File: src/rtl/uart_pkg.sv
// uart_pkg: shared UART types and baud helper (parity modes, tx FSM states, clks_per_bit)
package uart_pkg;
  typedef enum logic [1:0] {PAR_NONE, PAR_ODD, PAR_EVEN} parity_t;
  typedef enum logic [2:0] {IDLE, START, DATA, PARITY, STOP} tx_state_t;
  function automatic int clks_per_bit(input int clk_freq, input int baud);
    return clk_freq / baud;
  endfunction
endpackage

File: src/rtl/uart_baud_gen.sv
// uart_baud_gen: baud counter 0..CLKS_PER_BIT-1 with one-cycle tick at terminal count; ports clk, rst (async), clr (sync clear), tick
module uart_baud_gen #(
  parameter int CLKS_PER_BIT = 104
) (
  input  logic clk,
  input  logic rst,
  input  logic clr,
  output logic tick
);
  localparam int W = $clog2(CLKS_PER_BIT);
  localparam logic [W-1:0] LAST = W'(CLKS_PER_BIT - 1);
  logic [W-1:0] cnt;
  assign tick = cnt == LAST;
  always_ff @(posedge clk or posedge rst)
    if (rst) cnt <= '0;
    else cnt <= (clr || tick) ? '0 : cnt + 1'b1;
endmodule

File: src/rtl/uart_tx_cfg.sv
// uart_tx_cfg: parametrised LSB-first UART transmitter; ports clk, rst (async), tx_valid/tx_data/tx_ready handshake, tx line, tx_busy, tx_done pulse
module uart_tx_cfg
  import uart_pkg::*;
#(
  parameter int CLK_FREQ    = 1000000,
  parameter int BAUD_RATE   = 9600,
  parameter int DATA_BITS   = 8,
  parameter int PARITY_MODE = 0,
  parameter int STOP_BITS   = 1
) (
  input  logic                 clk,
  input  logic                 rst,
  input  logic                 tx_valid,
  input  logic [DATA_BITS-1:0] tx_data,
  output logic                 tx_ready,
  output logic                 tx,
  output logic                 tx_busy,
  output logic                 tx_done
);
  localparam int CPB = clks_per_bit(CLK_FREQ, BAUD_RATE);
  localparam bit PAR_EN = PARITY_MODE != int'(PAR_NONE);
  localparam int BW = $clog2(DATA_BITS + 1);
  localparam logic [BW-1:0] LAST_BIT = BW'(DATA_BITS - 1);
  localparam logic [BW-1:0] LAST_STOP = BW'(STOP_BITS - 1);
  if (CPB < 2) begin : g_bad_cpb
    $error("uart_tx_cfg: CLK_FREQ/BAUD_RATE must be at least 2");
  end
  if (DATA_BITS < 5 || DATA_BITS > 9) begin : g_bad_data
    $error("uart_tx_cfg: DATA_BITS must be 5..9");
  end
  if (PARITY_MODE < 0 || PARITY_MODE > 2) begin : g_bad_par
    $error("uart_tx_cfg: PARITY_MODE must be 0, 1 or 2");
  end
  if (STOP_BITS < 1 || STOP_BITS > 2) begin : g_bad_stop
    $error("uart_tx_cfg: STOP_BITS must be 1 or 2");
  end
  tx_state_t state;
  logic [DATA_BITS-1:0] shreg;
  logic [BW-1:0] bit_cnt;
  logic par, par_q, tick;
  assign par = (^tx_data) ^ (PARITY_MODE == int'(PAR_ODD));
  assign tx_ready = (state == IDLE) && !rst;
  uart_baud_gen #(.CLKS_PER_BIT(CPB)) u_baud (
    .clk (clk),
    .rst (rst),
    .clr (state == IDLE),
    .tick(tick)
  );
  // Data leaves through a right-shifting copy of the latched word, so the
  // line always takes bit 0 and input changes while busy cannot reach it.
  always_ff @(posedge clk or posedge rst)
    if (rst) begin
      state   <= IDLE;
      tx      <= 1'b1;
      tx_busy <= 1'b0;
      tx_done <= 1'b0;
      bit_cnt <= '0;
      shreg   <= '0;
      par_q   <= 1'b0;
    end else begin
      tx_done <= 1'b0;
      case (state)
        IDLE: if (tx_valid) begin
          shreg   <= tx_data;
          par_q   <= par;
          bit_cnt <= '0;
          tx      <= 1'b0;
          tx_busy <= 1'b1;
          state   <= START;
        end
        START: if (tick) begin
          tx    <= shreg[0];
          shreg <= shreg >> 1;
          state <= DATA;
        end
        DATA: if (tick) begin
          if (bit_cnt == LAST_BIT) begin
            bit_cnt <= '0;
            tx      <= PAR_EN ? par_q : 1'b1;
            state   <= PAR_EN ? PARITY : STOP;
          end else begin
            bit_cnt <= bit_cnt + 1'b1;
            tx      <= shreg[0];
            shreg   <= shreg >> 1;
          end
        end
        PARITY: if (tick) begin
          tx    <= 1'b1;
          state <= STOP;
        end
        STOP: if (tick) begin
          if (bit_cnt == LAST_STOP) begin
            bit_cnt <= '0;
            tx_busy <= 1'b0;
            tx_done <= 1'b1;
            state   <= IDLE;
          end else bit_cnt <= bit_cnt + 1'b1;
        end
        default: state <= IDLE;
      endcase
    end
endmodule

File: config.mk
export PLATFORM = sky130hd
export DESIGN_NAME = uart_tx_cfg
export DESIGN_NICKNAME = d
export VERILOG_FILES = /design/src/rtl/uart_pkg.sv /design/src/rtl/uart_baud_gen.sv /design/src/rtl/uart_tx_cfg.sv
export SDC_FILE = /design/constraint.sdc
export NUM_CORES = 1
export LEC_CHECK = 0
export ABC_AREA = 1
export BUFFER_PORTS_ARGS = -buffer_cell sky130_fd_sc_hd__buf_2
export CAP_MARGIN = 20
export CORE_AREA = 4 4 56 58
export DETAILED_ROUTE_END_ITERATION = 12
export DIE_AREA = 0 0 60 62
export PLACE_DENSITY = 0.78
export SLEW_MARGIN = 10
export SYNTH_ARGS = -nofsm -noshare
export SYNTH_HDL_FRONTEND = slang
export SYNTH_HIERARCHICAL = 1
export SYNTH_SLANG_ARGS = --single-unit
File: constraint.sdc
create_clock -name clk -period 3 [get_ports clk]
set_input_delay 0.15 -clock clk [delete_from_list [all_inputs] [get_ports clk]]
set_output_delay 0.15 -clock clk [all_outputs]
set_load 0.01 [all_outputs]
==> reports/metrics.csv <==
metric,value,unit
clock-pin slew on the worst setup and hold paths,0.15,ns
routed vias/inst,4.938,
min cycle time layout,1.754,ns
first-pass GRT wire length,5.016,mm
H-tree levels,1,
Placement Cell Area,1612,um^2
leakage power,0.9206,nW
Layout Nets,241,
Worst-Margin Slew,0.7000,ns
RSZ-0062 raised after global routing,false,
Worst-Skew Late Latency,0.33,ns
gr ovfl total,0,
DRT iter0 DRCs,73,
Final Cycle Share,0.5845,
postcts setup bufs,0,
Net Sw Frac,0.4826,
crit path launch type,register,
clk_skew,0.009356,ns
core area,2663,um^2
I/O pin count,15,
Crit Path Max Fanout,6,
Worst Path Arrival,1.98,ns
WL final,2.839,mm
Clock Power Share,0.107,
vias in the first global route,1162,
Slew headroom,0.5328,
largest net degree at the start of global routing,19,
vias,1269,
area of the die,3720,um^2
Int Power,771.7,uW
Hold Crit Start,tx_valid,
Crit path top cell by count,nand2_1,
Yosys warning total,6,
Comb pwr share,0.515,
port bufs,14,
P&R area growth vs syn,7.492,%
sequential power share,0.378,
max-slew violations,0,
chip height,62,um
CTS resizes,0,
Sw Pwr,719.8,uW
reg-to-reg critical path endpoint,bit_cnt[1],
clock sinks,25,
Total Neg Setup Slack,0,ns
cell breakdown of the critical path,ha_1 > nand3_2 > nor2_1 > inv_1 > nand3_1 > nand2_1 > nor2_4 > inv_2 > nand2_1 > nand2_1,
hold crit path type,input pin to register,
most frequent cells in the layout,"nand2_1, dfrtp_1, nand3_1, inv_1, nor2_1",
R2R setup slack,1.25,ns
maxcap violations,0,
hold path cells,3,
hold_buf cts,1,
Ant. Diodes,0,
syn_area_per_cell,7.317,um^2
Synth Register Bits,25,
fill count,241,
Pwr Density,903.1,nW/um^2
cell area after layout,1652,um^2
final hold viol count,0,
total CTS buffers,3,
Final HPWL DP,2.178,mm
Setup-failing EPs final,0,
count of different cell masters after synthesis,23,
Syn Inst Count,210,
Required @ worst endpoint,3.23,ns
status,"finished, final reports clean",
Max VDD drop,592.2,uV
DR WL/cell,11.05,um
Hold Slack,0.06163,ns
share of layout cells above drive strength 1,0.1814,
gr usage total,0.1770,
Clock Tree Root,clkbuf_4,
GP Congestion,0.8520,
initial antenna violation count,0,
CTS Buffer Depth,2,
Die Wd,60,um
initial core utilization,0.5771,
Initial DRT Pass Iterations,4,
register area share after synthesis,0.4080,
fmax,0.5703,GHz
CTS tree,done,
Final ANT Viol Nets,0,
kind of critical path,register to register,
"most common cell after layout, fill and taps aside",nand2_1,
worst reg2reg startpoint,u_baud/cnt[0],
row count,19,
Crit-path slowest cell,dfrtp_1,
Hold EP,state[0],
Synthesized Nets,224,
CP endpoint kind,register,
Residual DRC,0,
cells on worst reg2reg path,10,
crit-path max cell delay,0.44,ns
Syn Std Cell Area,1536,um^2
-- metal layers --
metal / routed length, um / vias to the layer above / GRT usage / part of all wire
li1: - / 684 / - / -
met1: 1434 / 568 / 0.2330 / 0.51
met2: 1314 / 13 / 0.3071 / 0.46
met3: 62 / 4 / 0.01860 / 0.022
met4: 28 / 0 / 0.05696 / 0.0099
met5: 0 / - / 0 / 0
-- how the worst max path moves through the flow --
stage	cells past startpoint	startpoint	endpoint	slack, ns
2_1_floorplan	10	u_baud/cnt[0]	bit_cnt[3]	1.43
3_3_place_gp	10	u_baud/cnt[0]	state[2]	1.33
3_5_place_dp	10	u_baud/cnt[0]	bit_cnt[1]	1.27
4_1_cts	10	u_baud/cnt[0]	bit_cnt[1]	1.24
5_1_grt	10	u_baud/cnt[0]	bit_cnt[1]	1.02
6_report	10	u_baud/cnt[0]	bit_cnt[1]	1.25
-- power by group through the flow --
| stage | logic, mW | clock network (mW) | registers [mW] |
|---|---|---|---|
| global placement | 0.755 | 0 | 0.568 |
| CTS | 0.775 | 0.161 | 0.563 |
| finish | 0.768 | 0.159 | 0.564 |
| global route | 0.882 | 0.174 | 0.581 |
| detailed placement | 0.773 | 0 | 0.569 |
| floorplan | 0.666 | 0 | 0.532 |
-- cell type report --
cell class	count	area, um^2	share of cell area
Clock buffer	3	22.52	0.01364
Clock inverter	1	7.507	0.004545
Inverter	22	82.58	0.05000
Multi-Input combinational cell	160	793.3	0.4803
Sequential cell	25	626.9	0.3795
Tap cell	31	38.79	0.02348
Timing Repair Buffer	15	80.08	0.04848
-- kinds of logic after synthesis --
| family | count (synthesis) | share of synthesized area |
|---|---|---|
| compound gates | 9 | 0.04153 |
| xor+xnor | 3 | 0.01710 |
| fa+ha+maj | 3 | 0.02443 |
| buf+inv | 25 | 0.07573 |
| flops | 25 | 0.4080 |
| simple gates | 145 | 0.4332 |
-- cell usage after synthesis, drive strengths merged --
master / instances / area, um^2
a21oi: 2 / 10.01
buf: 3 / 33.78
nor2: 29 / 153.9
o21bai: 3 / 33.78
dfstp: 1 / 26.28
nor3b: 1 / 7.510
nand4: 1 / 12.51
ha: 3 / 37.54
nor3: 1 / 5.000
xor2: 3 / 26.28
dfrtp: 24 / 600.6
nand3: 25 / 140.1
o21ai: 4 / 20.02
nand2: 87 / 339.1
nand3b: 1 / 7.510
inv: 22 / 82.58
-- worst max-delay path, delay by kind of cell, from the launching register on --
family,cells,cell delay [ns]
flops,1,0.44
simple gates,7,0.80
fa+ha+maj,1,0.24
buf+inv,2,0.17
-- through the flow --
stage	util	setup WS (ns)	power (mW)	std cells
final	0.6203	1.246	1.492	257
after global routing	0.6203	1.018	1.637	257
after CTS	0.6203	1.240	1.499	257
after detailed placement	0.6053	1.271	1.342	252
after global placement	0.6053	1.335	1.322	252
after floorplan	-	1.433	1.197	210
-- state kept, by name (all words and copies together), names as in the netlist --
signal	flops
bit_cnt	4
shreg	8
state	3
tx	1
tx_busy	1
tx_done	1
u_baud/cnt	7
No activity file was read; power rests on OpenSTA's default activity.
